`src/rtl/regfile_operand_sequencer_pkg.sv`:
```
// Shared definitions for the operand sequencer: widths and FSM state encodings.
package regfile_operand_sequencer_pkg;

  localparam int DATA_W = 16;
  localparam int ADDR_W = 3;
  localparam int NREG   = 1 << ADDR_W;

  typedef enum logic [1:0] {
    ST_IDLE  = 2'd0,
    ST_CHECK = 2'd1,
    ST_VALID = 2'd2
  } seq_state_t;

endpackage

```
`src/rtl/regfile_operand_sequencer_scoreboard.sv`:
```
// Busy scoreboard: one bit per register, set has priority over clear on the same bit,
// two combinational lookup ports for the hazard check.
module reg_scoreboard
  import regfile_operand_sequencer_pkg::*;
#(
  parameter int SB_ADDR_W = ADDR_W,
  parameter int SB_NREG   = NREG
) (
  input  logic                 clk,
  input  logic                 rst,
  input  logic                 set_en,
  input  logic [SB_ADDR_W-1:0] set_addr,
  input  logic                 clr_en,
  input  logic [SB_ADDR_W-1:0] clr_addr,
  input  logic [SB_ADDR_W-1:0] lookup_a,
  input  logic [SB_ADDR_W-1:0] lookup_b,
  output logic                 busy_a,
  output logic                 busy_b,
  output logic [SB_NREG-1:0]   busy
);

  // Per-bit update; an issuing instruction claiming a register outranks a writeback releasing it
  always_ff @(posedge clk or posedge rst) begin
    if (rst) begin
      busy <= '0;
    end else begin
      for (int i = 0; i < SB_NREG; i++) begin
        if (set_en && (set_addr == SB_ADDR_W'(i)))
          busy[i] <= 1'b1;
        else if (clr_en && (clr_addr == SB_ADDR_W'(i)))
          busy[i] <= 1'b0;
      end
    end
  end

  // Combinational lookups for the two source operands
  always_comb begin
    busy_a = busy[lookup_a];
    busy_b = busy[lookup_b];
  end

endmodule

```
`src/rtl/regfile_operand_sequencer.sv`:
```
// Operand sequencer: accepts one decoded instruction, checks RAW hazards against the busy
// scoreboard, captures (forwarded) operands for the ALU, and registers the writeback port.
module regfile_operand_sequencer
  import regfile_operand_sequencer_pkg::*;
(
  input  logic              clk,
  input  logic              rst,
  input  logic              issue_valid,
  output logic              issue_ready,
  input  logic [ADDR_W-1:0] issue_rs1,
  input  logic [ADDR_W-1:0] issue_rs2,
  input  logic [ADDR_W-1:0] issue_rd,
  input  logic              issue_rd_wen,
  output logic              op_valid,
  input  logic              op_ready,
  output logic [DATA_W-1:0] op_a,
  output logic [DATA_W-1:0] op_b,
  output logic [ADDR_W-1:0] op_rd,
  input  logic              wb_valid,
  input  logic [ADDR_W-1:0] wb_addr,
  input  logic [DATA_W-1:0] wb_data,
  output logic [ADDR_W-1:0] rf_aaddr,
  output logic [ADDR_W-1:0] rf_baddr,
  input  logic [DATA_W-1:0] rf_adata,
  input  logic [DATA_W-1:0] rf_bdata,
  output logic              rf_we,
  output logic [ADDR_W-1:0] rf_waddr,
  output logic [DATA_W-1:0] rf_wdata,
  output logic [NREG-1:0]   busy
);

  seq_state_t        state, state_nxt;
  logic [ADDR_W-1:0] rd_q;
  logic              rd_wen_q;
  logic              busy_a, busy_b;
  logic              hazard;
  logic              capture;
  logic [DATA_W-1:0] fwd_a, fwd_b;

  assign hazard  = busy_a | busy_b;
  assign capture = (state == ST_CHECK) && !hazard;

  reg_scoreboard u_scoreboard (
    .clk      (clk),
    .rst      (rst),
    .set_en   (capture && rd_wen_q),
    .set_addr (rd_q),
    .clr_en   (wb_valid),
    .clr_addr (wb_addr),
    .lookup_a (rf_aaddr),
    .lookup_b (rf_baddr),
    .busy_a   (busy_a),
    .busy_b   (busy_b),
    .busy     (busy)
  );

  // State register
  always_ff @(posedge clk or posedge rst) begin
    if (rst) state <= ST_IDLE;
    else     state <= state_nxt;
  end

  // Next-state logic: stall in CHECK while either source is still busy
  always_comb begin
    state_nxt = state;
    case (state)
      ST_IDLE:  if (issue_valid) state_nxt = ST_CHECK;
      ST_CHECK: if (!hazard)     state_nxt = ST_VALID;
      ST_VALID: if (op_ready)    state_nxt = ST_IDLE;
      default:                   state_nxt = ST_IDLE;
    endcase
  end

  // Handshake outputs decoded from state
  always_comb begin
    issue_ready = (state == ST_IDLE);
    op_valid    = (state == ST_VALID);
  end

  // Forwarding: the register file writes on the falling edge, so bypass the pending write
  always_comb begin
    fwd_a = (rf_we && (rf_waddr == rf_aaddr)) ? rf_wdata : rf_adata;
    fwd_b = (rf_we && (rf_waddr == rf_baddr)) ? rf_wdata : rf_bdata;
  end

  // Instruction latch on accept and operand capture on leaving CHECK
  always_ff @(posedge clk or posedge rst) begin
    if (rst) begin
      rf_aaddr <= '0;
      rf_baddr <= '0;
      rd_q     <= '0;
      rd_wen_q <= 1'b0;
      op_a     <= '0;
      op_b     <= '0;
      op_rd    <= '0;
    end else begin
      if ((state == ST_IDLE) && issue_valid) begin
        rf_aaddr <= issue_rs1;
        rf_baddr <= issue_rs2;
        rd_q     <= issue_rd;
        rd_wen_q <= issue_rd_wen;
      end
      if (capture) begin
        op_a  <= fwd_a;
        op_b  <= fwd_b;
        op_rd <= rd_q;
      end
    end
  end

  // Writeback port registers; rf_we follows wb_valid one cycle later
  always_ff @(posedge clk or posedge rst) begin
    if (rst) begin
      rf_we    <= 1'b0;
      rf_waddr <= '0;
      rf_wdata <= '0;
    end else begin
      rf_we <= wb_valid;
      if (wb_valid) begin
        rf_waddr <= wb_addr;
        rf_wdata <= wb_data;
      end
    end
  end

endmodule

```
`config.mk`:
```
export PLATFORM = sky130hd
export DESIGN_NAME = regfile_operand_sequencer
export DESIGN_NICKNAME = d
export VERILOG_FILES = /design/src/rtl/regfile_operand_sequencer_pkg.sv /design/src/rtl/regfile_operand_sequencer_scoreboard.sv /design/src/rtl/regfile_operand_sequencer.sv
export SDC_FILE = /design/constraint.sdc
export NUM_CORES = 1
export LEC_CHECK = 0
export BUFFER_PORTS_ARGS = -buffer_cell sky130_fd_sc_hd__buf_2
export CAP_MARGIN = 20
export CORE_AREA = 8 8 103 105
export CTS_BUF_LIST = sky130_fd_sc_hd__clkbuf_16
export CTS_CLUSTER_SIZE = 8
export DETAILED_ROUTE_END_ITERATION = 16
export DIE_AREA = 0 0 111 113
export GPL_ROUTABILITY_DRIVEN = 0
export HOLD_SLACK_MARGIN = 0.08
export PLACE_DENSITY = 0.75
export SLEW_MARGIN = 20
export SYNTH_ARGS = -nofsm -noshare
export SYNTH_HDL_FRONTEND = slang
export SYNTH_HIERARCHICAL = 1
export SYNTH_SLANG_ARGS = --single-unit
```
`constraint.sdc`:
```
create_clock -name clk -period 2.5 [get_ports clk]
set_input_delay 0.375 -clock clk [delete_from_list [all_inputs] [get_ports clk]]
set_output_delay 0.375 -clock clk [all_outputs]
set_load 0.05 [all_outputs]
```
; ---- After elaboration in Yosys (flattened, before gate mapping)
; Index checks and enable logic that the tools add are counted.
[word_totals]
reg_bits = 75
in_bits = 66
out_inout_bits = 71
wordCells = 103
[op_classes]
magnitude_cmp = 2
eq_ne = 21
mux = 26
bitwise_logic = 1
n_reduce_logical = 34
[ops]
columns = op, n
row1 = 2-to-1 mux 16 bit, 2
row2 = "== test 3 bit, second input constant", 8
row3 = logical AND 1 bit, 21
row4 = 2-to-1 mux 1 bit, 18
row5 = nonzero test 2 bit, 8
row6 = "== test 3 x 2 -> 1 bit, second input constant", 4
row7 = "< comparator 3 x 4 -> 1 bit, second input constant", 2
row8 = binary-select mux 1 bit (select 3 bit), 2
row9 = "== test 3 x 1 -> 1 bit, second input constant", 2
row10 = == test 3 bit, 2
row11 = logical NOT 3 bit, 2
row12 = 2-to-1 mux 2 bit, 3
row13 = case mux 2 bit (3 select lines), 1
row14 = "inequality test 2 bit, second input constant", 2
row15 = AND reduction 3 bit, 1
row16 = "== test 2 x 1 -> 1 bit, second input constant", 1
row17 = "== test 2 bit, second input constant", 1
row18 = logical NOT 2 bit, 1
row19 = "inequality test 2 x 1 -> 1 bit, second input constant", 1
row20 = logical NOT 1 bit, 1
row21 = OR 1 bit, 1

; ---- Logic depth before layout (Yosys ltp)
[depth]
depth_word = 8
ltp_mapped = 7

; ---- Hierarchy
; The synthesis kept the hierarchy.
[by_module_without_submodules]
columns = mod, instances, cells_each, area_each_um2
row1 = regfile_operand_sequencer, 1, 296, 3425.8
row2 = reg_scoreboard, 1, 37, 513.0

; ---- Worst setup path before layout
; No wires, ideal clock.
[synth_path]
path_type = register -> register
start = register rf_baddr[2]
end = register u_scoreboard.busy[3]
setup_ns = 0.069
t_arrival_ns = 2.868
t_required_ns = 2.431
slack_ns = -0.436
stages_incl_launch_ff = 8
path_buffers = 1
period_less_slack_ns = 2.936
path_cell_list = dfrtp_1 -> mux4_1 -> mux2_2 -> nor4b_4 -> buf_2 -> and2_1 -> nor2b_1 -> a32o_1
[synth_between]
elab_chain_len = 8
elab_cells_between_ends = 9
cone_classes = 3 x mux / 1 x bitwise / 5 x reduce/logical
[synth_rtl]
columns = item, line_no
row1 = from (decl), regfile_operand_sequencer.sv:23  ; output logic [ADDR_W-1:0] rf_baddr,
row2 = from (signal assigned), regfile_operand_sequencer.sv:99  ; rf_baddr <= issue_rs2;
row3 = binary-select mux 1 bit (select 3 bit) (*), regfile_operand_sequencer_scoreboard.sv:39  ; busy_b = busy[lookup_b];
row4 = 2-to-1 mux 1 bit (implied by the code) (*), regfile_operand_sequencer_scoreboard.sv:39
row5 = named net busy_b, regfile_operand_sequencer.sv:35  ; logic busy_a, busy_b;
row6 = OR 1 bit (*), regfile_operand_sequencer.sv:40  ; assign hazard = busy_a | busy_b;
row7 = logical NOT 1 bit (*), --
row8 = logical AND 1 bit (*), regfile_operand_sequencer.sv:41  ; assign capture = (state == ST_CHECK) && !hazard;
row9 = logical AND 1 bit (*), regfile_operand_sequencer.sv:46  ; .set_en (capture && rd_wen_q),
row10 = logical AND 1 bit (*), regfile_operand_sequencer_scoreboard.sv:28  ; if (set_en && (set_addr == SB_ADDR_W'(i)))
row11 = 2-to-1 mux 1 bit or nonzero test 2 bit (tied branches), --
row12 = to (signal assigned), regfile_operand_sequencer_scoreboard.sv:25  ; busy <= '0;
row13 = "to (signal, indexed assignment)", regfile_operand_sequencer_scoreboard.sv:29  ; busy[i] <= 1'b1;
row14 = "to (signal, indexed assignment)", regfile_operand_sequencer_scoreboard.sv:31  ; busy[i] <= 1'b0;
row15 = to (decl), regfile_operand_sequencer_scoreboard.sv:19  ; output logic [SB_NREG-1:0] busy
; Mark *: on every way through the listed nets, which the timed path passes. The rest lies on a longest branch. The select of a mux whose other input is x is not followed.
; A chain may end at the register's enable or synchronous reset.

; ---- Worst setup path in the final report
[layout_path]
start = register rf_aaddr[2]
end = register u_scoreboard.busy[3]
[layout_between]
elab_chain_len = 8
elab_cells_between_ends = 9
cone_classes = 3 x mux / 1 x bitwise / 5 x reduce/logical
[layout_rtl]
columns = item, line_no
row1 = from (decl), regfile_operand_sequencer.sv:22  ; output logic [ADDR_W-1:0] rf_aaddr,
row2 = from (signal assigned), regfile_operand_sequencer.sv:98  ; rf_aaddr <= issue_rs1;
row3 = binary-select mux 1 bit (select 3 bit) (*), regfile_operand_sequencer_scoreboard.sv:38  ; busy_a = busy[lookup_a];
row4 = 2-to-1 mux 1 bit (implied by the code) (*), regfile_operand_sequencer_scoreboard.sv:38
row5 = named net busy_a, regfile_operand_sequencer.sv:35
row6 = OR 1 bit (*), regfile_operand_sequencer.sv:40
row7 = logical NOT 1 bit (*), --
row8 = logical AND 1 bit (*), regfile_operand_sequencer.sv:41
row9 = logical AND 1 bit (*), regfile_operand_sequencer.sv:46
row10 = logical AND 1 bit (*), regfile_operand_sequencer_scoreboard.sv:28
row11 = 2-to-1 mux 1 bit or nonzero test 2 bit (tied branches), --
; Marks and branches as above.

==> impl_table.tex <==
\begin{tabular}{lr}
\hline
Metric & Value \\
\hline
\multicolumn{2}{l}{\textbf{Global routing}} \\
Overflow after GRT & 0 \\
Pin count of the biggest net entering global routing & 53 \\
Via count of the first global-routing pass & 3,457 \\
Wire length of the first global-routing pass & 18.61 mm \\
Global-route usage over all layers & 18.22\% \\
Number of antenna violations at the first check in global routing & 2 \\
\multicolumn{2}{l}{\textbf{Routing}} \\
Total wirelength of the detailed-routed design & 11.95 mm \\
Routed wirelength normalized by instance count & 20.61 um \\
Via total after detailed routing & 3,428 \\
DRC violations left & 0 \\
Iter 0 DRT Violations & 317 \\
Per-cell via count in the routed design & 5.910 \\
Count of TritonRoute iterations in the first routing pass & 4 \\
ANT nets after route & 0 \\
\multicolumn{2}{l}{\textbf{Die}} \\
Die height & 113 um \\
Area enclosed by the die boundary & 12,540 um\^{}2 \\
Core ar. & 8977 um\^{}2 \\
IO Pins & 137 \\
Site Rows & 35 \\
Die extent in x & 111 um \\
Starting density of the core & 43.87\% \\
\multicolumn{2}{l}{\textbf{Finish}} \\
Synthesis-to-layout area growth & 26.56\% \\
Fraction of layout instances using a drive strength above 1 & 47.01\% \\
Fin cells & 580 \\
Fin nets & 529 \\
\multicolumn{2}{l}{\textbf{Flow run}} \\
Max cap viols & 0 \\
\multicolumn{2}{l}{\textbf{Min path}} \\
Hold Crit Depth & 2 \\
End point of the most critical hold path & rf\_wdata[0] \\
Start point of the worst min-delay path & wb\_data[0] \\
Path type of the worst min-delay path & input port to flop \\
\multicolumn{2}{l}{\textbf{Timing}} \\
Min Tclk post-route & 2.377 ns \\
Max Clock Freq & 420.8 MHz \\
Final Cycle Share & 95.07\% \\
RSZ-0062 raised after global routing & false \\
Hold slack final & 0.2772 ns \\
Final hold viol count & 0 \\
Worst clock skew on the final layout & 0.006235 ns \\
Number of max-slew violations in the final report & 0 \\
Actual slew at the worst max-slew pin & 0.8075 ns \\
Setup violation total in the final timing report & 0 \\
Slew margin rel. & 45.90\% \\
\multicolumn{2}{l}{\textbf{Place}} \\
IO buf count & 136 \\
\# placed instances & 560 \\
HPWL after detailed placement & 8.842 mm \\
\multicolumn{2}{l}{\textbf{Worst setup path}} \\
Kind of critical path & flop to flop \\
Critical Path Fanout Max & 6 \\
CP Data Required Time & 2.77 ns \\
Reg2Reg Capture Point & u\_scoreboard/busy[3] \\
Startpoint Class & flop \\
Kind of end point of the critical path & flop \\
Reg2Reg Depth & 7 \\
Minimum setup slack among reg-to-reg paths & 0.12 ns \\
RR Startpoint & rf\_aaddr[2] \\
Worst Path Arrival & 2.64 ns \\
\multicolumn{2}{l}{\textbf{Logic synthesis}} \\
Cell count after synthesis & 333 \\
Post-synthesis sequential element count & 75 \\
Synthesized area divided by synthesized cell count & 11.83 um\^{}2 \\
Yosys cell types & 28 \\
Sequential share of the synthesized area & 47.65\% \\
Synth warnings & 6 \\
Post-Syn Nets & 399 \\
Synth Cell Area & 3939 um\^{}2 \\
\multicolumn{2}{l}{\textbf{Clock network}} \\
Post-CTS clock slew at the launch and capture registers of the worst setup and hold paths & 0.06 ns \\
Clock latency on the worst-skew pair & 0.33 ns \\
Maximum buffer depth of the clock tree & 2 \\
CTS tree & built \\
Root buffer cell & sky130\_fd\_sc\_hd\_\_clkbuf\_16 \\
Number of buffers created by CTS & 9 \\
Htree depth & 3 \\
Number of clock sinks seen by CTS & 75 \\
\multicolumn{2}{l}{\textbf{Status}} \\
Run status & finished clean \\
\multicolumn{2}{l}{\textbf{Pwr}} \\
Maximum VDD drop & 0.5974 mV \\
Power density relative to cell area & 1544 nW/um\^{}2 \\
Leakage component of the power & 2.152 nW \\
\hline
\end{tabular}
[cell usage after synthesis (all sizes together)]
cell / number / area (um^2)
dfrtp: 75 / 1877
nor2: 36 / 135.1
mux2: 34 / 382.9
nand4: 33 / 206.5
a31oi: 32 / 200.2
o41ai: 32 / 302.8
buf: 27 / 182.7
and2: 18 / 112.6
xnor2: 6 / 97.59
xor2: 6 / 97.59
a32o: 4 / 40.04
inv: 4 / 15.01
mux4: 4 / 105.1
nor2b: 4 / 25.02
a22o: 3 / 26.28
nand4b: 3 / 26.28
nand4bb: 3 / 33.78
clkbuf: 2 / 7.510
nand2: 2 / 7.510
a211oi: 1 / 7.510
a21o: 1 / 7.510
nor4b: 1 / 23.77
o2bb2ai: 1 / 8.760
or4b: 1 / 10.01
[state kept, by name, summed over array words and instances, names as in the netlist]
| register | count |
|---|---|
| rd_q | 3 |
| op_b | 16 |
| state | 2 |
| rf_baddr | 3 |
| u_scoreboard/busy | 8 |
| rf_waddr | 3 |
| op_rd | 3 |
| rd_wen_q | 1 |
| op_a | 16 |
| rf_we | 1 |
| rf_aaddr | 3 |
| rf_wdata | 16 |
[routing by layer]
metal  vias up  GRT usage (%)  part of all wire [%]
li1       1565              -                     -
met3        15          4.868                   7.1
met1      1683          23.14                    42
met5         -              0                  0.11
met4         2          7.207                   1.4
met2       163          28.86                    49
[per-stage QoR]
stage / TNS, ns / cell area (um^2) / setup WS (ns) / utilization, % / power [mW]
finish: 0 / 4985 / 0.1233 / 55.53 / 7.698
global route: 0 / 4985 / 0.01835 / 55.53 / 8.065
CTS: 0 / 4959 / 0.1162 / 55.23 / 7.632
detailed placement: 0 / 4664 / 0.1349 / 51.96 / 6.386
global placement: 0 / 4664 / 0.1921 / 51.96 / 6.268
floorplan: -0.004525 / 3945 / -0.004525 / - / 5.424
[cells in the final DEF (no fill, tap or decap), types with 6 or more instances in the layout]
| master | n |
|---|---|
| sky130_fd_sc_hd__buf_2 | 136 |
| sky130_fd_sc_hd__dfrtp_1 | 71 |
| sky130_fd_sc_hd__nor2_1 | 36 |
| sky130_fd_sc_hd__nand4_1 | 33 |
| sky130_fd_sc_hd__mux2_2 | 32 |
| sky130_fd_sc_hd__a31oi_1 | 32 |
| sky130_fd_sc_hd__o41ai_1 | 29 |
| sky130_fd_sc_hd__and2_1 | 17 |
| sky130_fd_sc_hd__clkbuf_16 | 10 |
| sky130_fd_sc_hd__buf_4 | 8 |
| sky130_fd_sc_hd__xor2_2 | 6 |
| sky130_fd_sc_hd__xnor2_2 | 6 |
[power by group]
group	internal (mW)	leakage [nW]	total (mW)	switching [mW]
Clock	0.758	0.138	1.24	0.482
Combinational	1.24	1.15	4.32	3.09
Sequential	1.69	0.863	2.13	0.441
[kinds of logic after synthesis]
group / Yosys count / synth area share, %
compound gates: 74 / 15.06
buf+inv: 33 / 5.209
flops: 75 / 47.65
mux: 38 / 12.39
simple gates: 101 / 14.74
xor+xnor: 12 / 4.955
[final cells by class]
| cell class | count | area [um^2] |
|---|---|---|
| tap | 111 | 138.9 |
| timing repair buffer | 148 | 807.0 |
| clock inverter | 7 | 58.81 |
| multi-input combinational | 225 | 1856 |
| sequential | 75 | 1882 |
| inverter | 4 | 15.01 |
| clock buffer | 9 | 225.2 |
| fill | 784 | 3993 |
| antenna | 1 | 2.502 |
[worst max path at each step]
stage	end	start	cells after the start	slack [ns]
4_1_cts	u_scoreboard/busy[1]	rf_aaddr[2]	7	0.12
3_3_place_gp	op_rd[0]	rf_aaddr[0]	5	0.19
6_report	u_scoreboard/busy[3]	rf_aaddr[2]	7	0.12
2_1_floorplan	u_scoreboard/busy[3]	rf_aaddr[0]	7	-0.005
3_5_place_dp	u_scoreboard/busy[1]	rf_aaddr[2]	7	0.13
5_1_grt	u_scoreboard/busy[3]	rf_aaddr[0]	7	0.02
[critical path, cell delays in order, from the launching register on]
cell	delay, ns
sky130_fd_sc_hd__dfrtp_2	0.47
sky130_fd_sc_hd__mux4_2	0.52
sky130_fd_sc_hd__mux2_4	0.29
sky130_fd_sc_hd__nor4b_4	0.32
sky130_fd_sc_hd__buf_4	0.21
sky130_fd_sc_hd__and2_4	0.16
sky130_fd_sc_hd__nor2b_4	0.18
sky130_fd_sc_hd__a32o_1	0.17
[repair_timing]
| item | in CTS | in global routing |
|---|---|---|
| endpoints found under the hold margin | 8 | 0 |
| hold buffers | 1 | 0 |
| setup endpoints to repair | 0 | 1 |
| gates resized for setup | 0 | 1 |
| setup buffers | 0 | 1 |
Note: power is estimated with default switching activity, not from simulation.
